<file path="src/rtl/tisc_wb_regs.sv">
// tisc_wb_regs: WISHBONE classic slave holding the TISC control/status
// register bank (ident, version, scratch, control, cycle counter with sticky
// overflow, synchronized external event counter). Every access terminates
// with a registered single-cycle ack_o, or err_o for the unmapped word.
module tisc_wb_regs #(
  parameter logic [31:0] IDENT   = 32'h54495343,
  parameter logic [31:0] VERSION = 32'h00010000
) (
  input  logic        clk_i,
  input  logic        rst_n_i,
  input  logic        cyc_i,
  input  logic        stb_i,
  input  logic        we_i,
  input  logic [4:0]  adr_i,
  input  logic [31:0] dat_i,
  input  logic [3:0]  sel_i,
  output logic [31:0] dat_o,
  output logic        ack_o,
  output logic        err_o,
  output logic        rty_o,
  input  logic        event_i,
  output logic        run_o
);

  localparam logic [2:0] W_ID      = 3'd0;
  localparam logic [2:0] W_VERSION = 3'd1;
  localparam logic [2:0] W_SCRATCH = 3'd2;
  localparam logic [2:0] W_CONTROL = 3'd3;
  localparam logic [2:0] W_CYCLES  = 3'd4;
  localparam logic [2:0] W_EVENTS  = 3'd5;
  localparam logic [2:0] W_STATUS  = 3'd6;
  localparam logic [2:0] W_UNMAP   = 3'd7;

  logic        r_ack;
  logic        r_err;
  logic [31:0] r_dat;
  logic [31:0] r_scratch;
  logic        r_run;
  logic [31:0] r_cycles;
  logic        r_ovf;
  logic [31:0] r_events;
  logic        r_sync1;
  logic        r_sync2;
  logic        r_sync_prev;

  logic [2:0]  w_word;
  logic        w_req;
  logic        w_wr;
  logic        w_unmapped;
  logic        w_ctrl_wr;
  logic        w_cclr;
  logic        w_eclr;
  logic        w_ovf_set;
  logic        w_ovf_clr;
  logic        w_event_edge;
  logic [31:0] w_rdata;
  logic        w_unused;

  // Byte-offset bits within a word carry no meaning for this bank.
  assign w_unused = ^adr_i[1:0];

  // Request decode: a new request is only taken once the previous
  // termination has retired, giving at most one access per two clocks.
  always_comb begin
    w_word       = adr_i[4:2];
    w_req        = cyc_i & stb_i & ~r_ack & ~r_err;
    w_unmapped   = (w_word == W_UNMAP);
    w_wr         = w_req & we_i;
    w_ctrl_wr    = w_wr & (w_word == W_CONTROL) & sel_i[0];
    w_cclr       = w_ctrl_wr & dat_i[1];
    w_eclr       = w_ctrl_wr & dat_i[2];
    w_ovf_clr    = w_wr & (w_word == W_STATUS) & sel_i[0] & dat_i[1];
    // A clear of CYCLES in the wrapping clock suppresses the overflow.
    w_ovf_set    = r_run & ~w_cclr & (r_cycles == '1);
    w_event_edge = r_sync2 & ~r_sync_prev;
  end

  // Read-data mux; reads always return the full word regardless of sel_i.
  always_comb begin
    w_rdata = '0;
    case (w_word)
      W_ID:      w_rdata = IDENT;
      W_VERSION: w_rdata = VERSION;
      W_SCRATCH: w_rdata = r_scratch;
      W_CONTROL: w_rdata = {31'd0, r_run};
      W_CYCLES:  w_rdata = r_cycles;
      W_EVENTS:  w_rdata = r_events;
      W_STATUS:  w_rdata = {30'd0, r_ovf, r_sync2};
      default:   w_rdata = '0;
    endcase
  end

  // Bus termination: load ack/err and read data, self-clear next clock.
  always_ff @(posedge clk_i or negedge rst_n_i) begin
    if (!rst_n_i) begin
      r_ack <= 1'b0;
      r_err <= 1'b0;
      r_dat <= '0;
    end else begin
      r_ack <= w_req & ~w_unmapped;
      r_err <= w_req & w_unmapped;
      r_dat <= (w_req & ~we_i & ~w_unmapped) ? w_rdata : '0;
    end
  end

  // Scratch register with per-byte-lane writes.
  always_ff @(posedge clk_i or negedge rst_n_i) begin
    if (!rst_n_i) begin
      r_scratch <= '0;
    end else if (w_wr && (w_word == W_SCRATCH)) begin
      for (int unsigned i = 0; i < 4; i++) begin
        if (sel_i[i]) r_scratch[8*i +: 8] <= dat_i[8*i +: 8];
      end
    end
  end

  // RUN control bit.
  always_ff @(posedge clk_i or negedge rst_n_i) begin
    if (!rst_n_i) begin
      r_run <= 1'b0;
    end else if (w_ctrl_wr) begin
      r_run <= dat_i[0];
    end
  end

  // Cycle counter: clear beats increment; wraps freely.
  always_ff @(posedge clk_i or negedge rst_n_i) begin
    if (!rst_n_i) begin
      r_cycles <= '0;
    end else if (w_cclr) begin
      r_cycles <= '0;
    end else if (r_run) begin
      r_cycles <= r_cycles + 32'd1;
    end
  end

  // Sticky overflow: a set in the same clock wins over a write-1 clear.
  always_ff @(posedge clk_i or negedge rst_n_i) begin
    if (!rst_n_i) begin
      r_ovf <= 1'b0;
    end else if (w_ovf_set) begin
      r_ovf <= 1'b1;
    end else if (w_ovf_clr) begin
      r_ovf <= 1'b0;
    end
  end

  // Two-flop synchronizer plus a delayed copy for rising-edge detection.
  always_ff @(posedge clk_i or negedge rst_n_i) begin
    if (!rst_n_i) begin
      r_sync1     <= 1'b0;
      r_sync2     <= 1'b0;
      r_sync_prev <= 1'b0;
    end else begin
      r_sync1     <= event_i;
      r_sync2     <= r_sync1;
      r_sync_prev <= r_sync2;
    end
  end

  // Event counter: clear beats an edge; saturates at all-ones.
  always_ff @(posedge clk_i or negedge rst_n_i) begin
    if (!rst_n_i) begin
      r_events <= '0;
    end else if (w_eclr) begin
      r_events <= '0;
    end else if (w_event_edge && (r_events != '1)) begin
      r_events <= r_events + 32'd1;
    end
  end

  assign ack_o = r_ack;
  assign err_o = r_err;
  assign dat_o = r_dat;
  assign rty_o = 1'b0;
  assign run_o = r_run;

endmodule

</file>
<file path="config.mk">
export PLATFORM = sky130hd
export DESIGN_NAME = tisc_wb_regs
export DESIGN_NICKNAME = d
export VERILOG_FILES = /design/src/rtl/tisc_wb_regs.sv
export SDC_FILE = /design/constraint.sdc
export NUM_CORES = 1
export LEC_CHECK = 0
export ABC_CLOCK_PERIOD_IN_PS = 6600
export CAP_MARGIN = 10
export CORE_AREA = 2 2 106 108
export CTS_BUF_LIST = sky130_fd_sc_hd__clkbuf_2
export CTS_CLUSTER_SIZE = 40
export DETAILED_ROUTE_END_ITERATION = 8
export DIE_AREA = 0 0 108 110
export HOLD_SLACK_MARGIN = 0.02
export PLACE_DENSITY = 0.84
export SYNTH_ARGS = -nofsm -noshare
export SYNTH_HDL_FRONTEND = slang
export SYNTH_SLANG_ARGS = --single-unit
</file>
<file path="constraint.sdc">
create_clock -name clk_i -period 6.6 [get_ports clk_i]
set_input_delay 0.66 -clock clk_i [delete_from_list [all_inputs] [get_ports clk_i]]
set_output_delay 0.66 -clock clk_i [all_outputs]
set_load 0.03 [all_outputs]
</file>
==> results.cfg <==
[power_and_ir_drop]
netSwitchingPower_w = 0.000837
seqPwrFrac = 0.548
p_per_area_nw_per_um2 = 291
p_int_w = 0.00134
clock_power_share = 0.171
max-vdd-ir-drop_uv = 211
p_sw_frac = 0.384
leakage_nw = 3.14
combPwrFrac = 0.280

[floorplan]
fp.dieArea_um2 = 11900
core-area_um2 = 10700
fp.dieH_um = 110
dieWidth_um = 108
num_rows = 38
ios = 83
start_util = 0.605

[critical_path]
crit_arrival_ps = 3790
r2r-end = r_events[21]
crit_path_top_delay_cell = clkdlybuf4s50_1
start_kind = input port
cpPeakStageDelay_ps = 940
endpoint_kind = register
r2r_slack_ps = 3810
crit_top_cell = nor2_1
crit_buf_inv = 2
r2r_cells = 5
worstPathMaxFanout = 20
worstSetupPathType = input port to register
regToRegStartpoint = r_events[19]
crit_chain = clkdlybuf4s50_1 -> nor2b_1 -> buf_4 -> nand3_1 -> nor2_1 -> and2_1 -> nor2_1
cp.required_ps = 7210
critPathTopFamily = simple AND/OR/NAND/NOR gates

[clock_tree]
hold_buffers = 0
cts-buffers-inserted = 17
clock_latency_ps = 760
clockBufferDepth = 2
cts-root-buf = clkbuf_2
htreeDepth = 4
postCtsSetupRepairBufs = 0
post_cts_resized = 0
clock-sinks = 135
clk_pin_slew_worst_paths_ps = 170
cts_tree = done

[detailed_routing]
ant_nets = 0
routed_wirelength_um = 15600
initialDrtViolationCount = 521
via_count = 5387
drc = 0
wl_per_cell_um = 17.7
first_pass_iters = 5
via_per_inst = 6.10

[min_path]
hp-class = input port to async pin

[sta]
fin_skew_ps = 25.1
hold_violations = 0
setup_ws_ps = 3420
setup_viol = 0
rsz0062_at_grt = false
timing.fmax_mhz = 314
period_minus_slack_ps = 3180
fin_tns_setup_ps = 0
slew_violations = 0
final.period_utilization = 0.482
slew_headroom = 0.274
worstMarginPinSlew_ps = 1080

[yosys]
netlist_area_um2 = 6470
yosys_warnings = 0
yosys-top-cells-count = dfrtp_1 (135), nor2_1 (88), a21oi_1 (60)
yosysSeqAreaShare = 0.522
ys_types = 48
ys_ff_latch = 135
synth.area.top_cells = dfrtp_1 (52%), mux2_2 (5.6%), nor2_1 (5.1%)
synthesis.nets = 708
yosys.area.top_type_share = 0.522
synthCells = 659
synth_edf_count = 0
yosys.area.top_type = dfrtp_1
async_flop_share = 1.00
postSynthAreaPerCell_um2 = 9.82
synth_most_common_cell = dfrtp_1
synthFlopType = dfrtp_1

[run_status]
status = finished clean

[placement]
hpwl_um = 11100
place_ws_ps = 2670
place.gp.congestion = 0.966
numPortBuffers = 79

[run]
max_cap_viol_count = 0

[global_route]
overflow = 0
grt_pass1_vias = 5254
grt_max_degree = 79
grt_pass1_wl_um = 26000
antenna_found_initial = 1
grtUsageTotal = 0.288

[layout]
seqCellArea_um2 = 3380
multiInputGateArea_um2 = 2890
drive_above_1_share = 0.0930
nets = 778
fillers = 824
syn2layout_area_growth_pct = 15.8
-- power by group through the flow --
stage / logic [W] / registers [W] / clock network, W
after global routing: 0.000687 / 0.00122 / 0.000426
after floorplan: 0.000436 / 0.00116 / 0
after global placement: 0.000570 / 0.00119 / 0
after CTS: 0.000606 / 0.00119 / 0.000381
final: 0.000610 / 0.00119 / 0.000374
after detailed placement: 0.000602 / 0.00120 / 0
-- worst register-to-register path: stages, from the launching register on --
cell	delay, ps
dfrtp_1	490
nand4_1	200
or4_1	720
o2111ai_1	900
o21ai_0	240
a21oi_1	180
-- placed cells by master, fill, tap and decap left out, types with 8 or more instances in the layout --
cell	n
dfrtp_1	135
clkdlybuf4s50_1	78
xor2_1	17
nand4_1	20
nor2_1	88
inv_1	17
mux2_2	32
clkbuf_2	17
nor2b_1	14
xnor2_1	16
o211ai_1	11
a21oi_1	60
nand3_1	23
or3_1	13
o21bai_1	10
or4_1	13
o21ai_0	16
nand2_1	53
and3_1	8
a22oi_1	19
clkinv_2	8
-- how the worst max path moves through the flow --
stage | slack [ps] | from | depth (start not counted) | end
floorplan | 4310 | adr_i[3] | 8 | r_events[12]
global placement | 2710 | adr_i[3] | 6 | r_scratch[26]
global route | 3290 | adr_i[3] | 7 | r_events[0]
finish | 3420 | adr_i[3] | 7 | r_events[12]
CTS | 3500 | adr_i[3] | 7 | r_events[12]
detailed placement | 2670 | adr_i[3] | 6 | r_scratch[26]
-- sequential cells by signal, indices dropped and copies added, names as in the netlist --
name,cells
r_cycles,32
r_sync2,1
r_events,32
r_sync1,1
err_o,1
r_scratch,32
run_o,1
r_sync_prev,1
dat_o,32
r_ovf,1
ack_o,1
-- routing by layer --
layer / up-vias / global-route usage / routed length, um
met2: 231 / 0.436 / 7470
li1: 2473 / - / -
met5: - / 0 / 0
met1: 2647 / 0.400 / 6640
met4: 0 / 0.128 / 349
met3: 36 / 0.0700 / 1180
-- stage by stage --
stage / instance area, um^2 / util / hold slack, ps / total power [W] / instances
2_1_floorplan: 6470 / - / 331 / 0.00159 / 659
3_3_place_gp: 7340 / 0.686 / 340 / 0.00176 / 850
3_5_place_dp: 7340 / 0.686 / 343 / 0.00180 / 850
4_1_cts: 7490 / 0.700 / 39.6 / 0.00217 / 882
5_1_grt: 7490 / 0.701 / 58.3 / 0.00233 / 883
6_report: 7490 / 0.701 / 34.6 / 0.00218 / 883
-- cells by family (layout without fill, tap and decap cells) --
group                      Yosys count  count (layout)  share of synthesized area
other                                1               2                   0.000580
buffers and inverters               51             134                     0.0317
adders and majority gates            2               2                    0.00387
and+or+nand+nor                    268             268                      0.208
AOI/OAI and AO/OA                  133             133                      0.127
DFF                                135             135                      0.522
xor gates and xnor gates            33              33                     0.0447
muxes                               36              36                     0.0621
-- layout make-up --
| class | instances | area share |
|---|---|---|
| Multi-Input combinational cell | 473 | 0.385 |
| Clock inverter | 15 | 0.00935 |
| Timing Repair Buffer | 85 | 0.111 |
| Clock buffer | 17 | 0.0114 |
| Sequential cell | 135 | 0.451 |
| Inverter | 17 | 0.00851 |
| Tap cell | 140 | 0.0234 |
| Antenna cell | 1 | 0.000334 |
(Power assumes the default switching activity.)
==> RTL change: new RTL, config.mk and constraints unchanged <==
Make the reset (`rst_n_i`) synchronous in 7 clocked blocks.
--- a/src/rtl/tisc_wb_regs.sv
+++ b/src/rtl/tisc_wb_regs.sv
@@ -91,7 +91,7 @@
   end
 
   // Bus termination: load ack/err and read data, self-clear next clock.
-  always_ff @(posedge clk_i or negedge rst_n_i) begin
+  always_ff @(posedge clk_i) begin
     if (!rst_n_i) begin
       r_ack <= 1'b0;
       r_err <= 1'b0;
@@ -104,7 +104,7 @@
   end
 
   // Scratch register with per-byte-lane writes.
-  always_ff @(posedge clk_i or negedge rst_n_i) begin
+  always_ff @(posedge clk_i) begin
     if (!rst_n_i) begin
       r_scratch <= '0;
     end else if (w_wr && (w_word == W_SCRATCH)) begin
@@ -115,7 +115,7 @@
   end
 
   // RUN control bit.
-  always_ff @(posedge clk_i or negedge rst_n_i) begin
+  always_ff @(posedge clk_i) begin
     if (!rst_n_i) begin
       r_run <= 1'b0;
     end else if (w_ctrl_wr) begin
@@ -124,7 +124,7 @@
   end
 
   // Cycle counter: clear beats increment; wraps freely.
-  always_ff @(posedge clk_i or negedge rst_n_i) begin
+  always_ff @(posedge clk_i) begin
     if (!rst_n_i) begin
       r_cycles <= '0;
     end else if (w_cclr) begin
@@ -135,7 +135,7 @@
   end
 
   // Sticky overflow: a set in the same clock wins over a write-1 clear.
-  always_ff @(posedge clk_i or negedge rst_n_i) begin
+  always_ff @(posedge clk_i) begin
     if (!rst_n_i) begin
       r_ovf <= 1'b0;
     end else if (w_ovf_set) begin
@@ -146,7 +146,7 @@
   end
 
   // Two-flop synchronizer plus a delayed copy for rising-edge detection.
-  always_ff @(posedge clk_i or negedge rst_n_i) begin
+  always_ff @(posedge clk_i) begin
     if (!rst_n_i) begin
       r_sync1     <= 1'b0;
       r_sync2     <= 1'b0;
@@ -159,7 +159,7 @@
   end
 
   // Event counter: clear beats an edge; saturates at all-ones.
-  always_ff @(posedge clk_i or negedge rst_n_i) begin
+  always_ff @(posedge clk_i) begin
     if (!rst_n_i) begin
       r_events <= '0;
     end else if (w_eclr) begin
Formal check against the unedited RTL: differs if rst_n_i is asserted again (counterexample within 4 cycles, from zero or initial values and one cycle with rst_n_i low); with rst_n_i held inactive, the same outputs for 4 cycles.
==> RTL change against the original RTL <==
Die area did not move; worst setup slack got worse by 0.043 ns; sequential share of layout area fell by 7.3 points; count of clock-buffer cells in the layout rose by 3; area after synthesis fell by 6.4%; wire length rose by 6.4%; critical path type unchanged; sequential cell count did not move; design area fell by 4.5%; critical path depth fell by 1; largest cell class is now multi-input gates; register-to-register slack got worse by 0.02 ns; cell count rose by 8.9%.
Power is not compared: it rests on default switching activity, and its combinational part moved more than twofold at a synthesized area within 25%.
==> RTL change: results (changes against the original RTL) <==
Setup path
  • R2r setup slk: 3.79 ns (-0.02 ns)
  • RR Startpoint: r_cycles[0]$_SDFFE_PP0P_
  • Critical path arrival: 3.77 ns (-0.02 ns)
  • Capturing point of the worst reg2reg path: r_ovf$_SDFFE_PN0P_

Logic synthesis
  • Synth Area in XOR/XNOR: 4.48% (+0.016 points)
  • Multiplexer share of the synthesized area: 3.80% (-2.4 points)
  • Sequential element share of the synthesized area: 44.6% (-7.6 points)
  • Ys async rst share: 0% (-100 points)
  • Ranking of synthesized cells by area: dfxtp_1, a21oi_1, nand2_1, nor2_1, nand3_1
  • Synth cell count leaders: dfxtp_1, a21oi_1, nand2_1, nor2_1, nand3_1
  • Mapped Nets: 800 (+13%)
  • Post-synth top flop: dfxtp_1
  • Distinct cells, synth: 47 (-2.1%)
  • Compound-Gate Fraction of Synth Area: 14.3% (+1.6 points)
  • Synth Area in Adders: 0.413% (+0.026 points)

GRT
  • Largest net degree at the start of global routing: 38 (-52%)
  • Vias in the first global route: 5446 (+3.7%)
  • Global-route wire length before repair: 26500 µm (+1.8%)
  • Antenna violations before repair: 0 (-1)
  • GR Util All Layers: 28.9% (+0.076 points)

Routing
  • Routed WL per cell: 17.3 µm (-2.3%)
  • Vias per cell: 6.03 (-1.2%)
  • First-pass detailed-route iteration total: 6 (+1)
  • Starting DRT DRC Count: 560 (+7.5%)

Layout
  • # diodes: 0 (-1)
  • Fill count: 897 (+8.9%)
  • Nets: 858 (+10%)
  • Share of cells above drive strength 1: 6.20% (-3.1 points)

STA
  • Relative slew slack: 21.6% (-5.9 points)
  • Setup Skew: 0.0244 ns (-0.000666 ns)

Place
  • GP Congestion: 0.970 (+0.42%)
  • Placement Setup Slack: 2.70 ns (+0.0231 ns)

Clock network
  • Clk_lat worst skew: 0.69 ns (-0.07 ns)

Outcome
  • Outcome: completed
-- RTL change: cell types whose count changed after synthesis, moves of 19 or more --
cell     unedited run  this run
dfrtp_1           135         0
dfxtp_1             0       135
a21oi_1            60        94
mux2_2             32         0
nand2_1            53        85
nand3_1            23        54
mux2i_1             3        23
a22oi_1            19         0
-- RTL change: how the worst max path moves through the flow --
stage / from / slack (ns) / cells after the start / endpoint
2_1_floorplan: sel_i[0] / 4.38 / 7 / r_events[0]$_SDFFE_PP0P_
3_3_place_gp: adr_i[2] / 2.83 / 6 / r_ovf$_SDFFE_PN0P_
3_5_place_dp: adr_i[2] / 2.70 / 6 / r_ovf$_SDFFE_PN0P_
4_1_cts: adr_i[2] / 3.46 / 6 / r_ovf$_SDFFE_PN0P_
5_1_grt: adr_i[2] / 3.22 / 6 / r_ovf$_SDFFE_PN0P_
6_report: adr_i[2] / 3.38 / 6 / r_ovf$_SDFFE_PN0P_
-- RTL change: layer usage --
layer	up-vias	global-route usage, %	wire length, µm
met2	276	46.3	7940
li1	2729	-	-
met5	-	0	0
met1	2739	36.8	6820
met4	0	13.6	614
met3	56	7.35	1270
-- RTL change: cells by family after synthesis --
logic type / after synthesis
AOI/OAI and AO/OA: 155
DFF: 135
other: 1
buffers and inverters: 69
adders and majority gates: 2
and+or+nand+nor: 335
xor gates and xnor gates: 31
muxes: 23
-- RTL change: power breakdown --
group	internal, mW	switching [mW]	total, mW
Sequential	0.819	0.00199	0.821
Clock	0.285	0.285	0.570
Combinational	0.0353	0.0481	0.0834
Total	1.14	0.335	1.47
-- RTL change: critical path: stages --
cell	delay, ns
clkdlybuf4s50_1	1.04
inv_1	0.45
nor2_1	0.41
nand3_1	0.13
nand2_1	0.88
o31ai_1	0.18
-- RTL change: cell type report --
class / instances / area, µm² / share of cell area [%]
Multi-Input combinational cell: 547 / 3080 / 43.0
Clock buffer: 20 / 100 / 1.40
Sequential cell: 135 / 2700 / 37.7
Timing Repair Buffer: 84 / 832 / 11.6
Inverter: 24 / 90.1 / 1.26
Tap cell: 140 / 175 / 2.45
Clock inverter: 12 / 181 / 2.53
-- RTL change: metrics by stage --
step | hold slack, ns | std cells | util, % | area (µm²) | power (mW)
finish | 0.460 | 962 | 66.9 | 7160 | 1.47
global route | 0.437 | 962 | 66.9 | 7160 | 1.53
CTS | 0.460 | 961 | 66.8 | 7150 | 1.48
detailed placement | 0.424 | 929 | 64.2 | 6870 | 0.918
global placement | 0.421 | 929 | 64.2 | 6870 | 0.917
floorplan | 0.412 | 751 | - | 6060 | 0.879
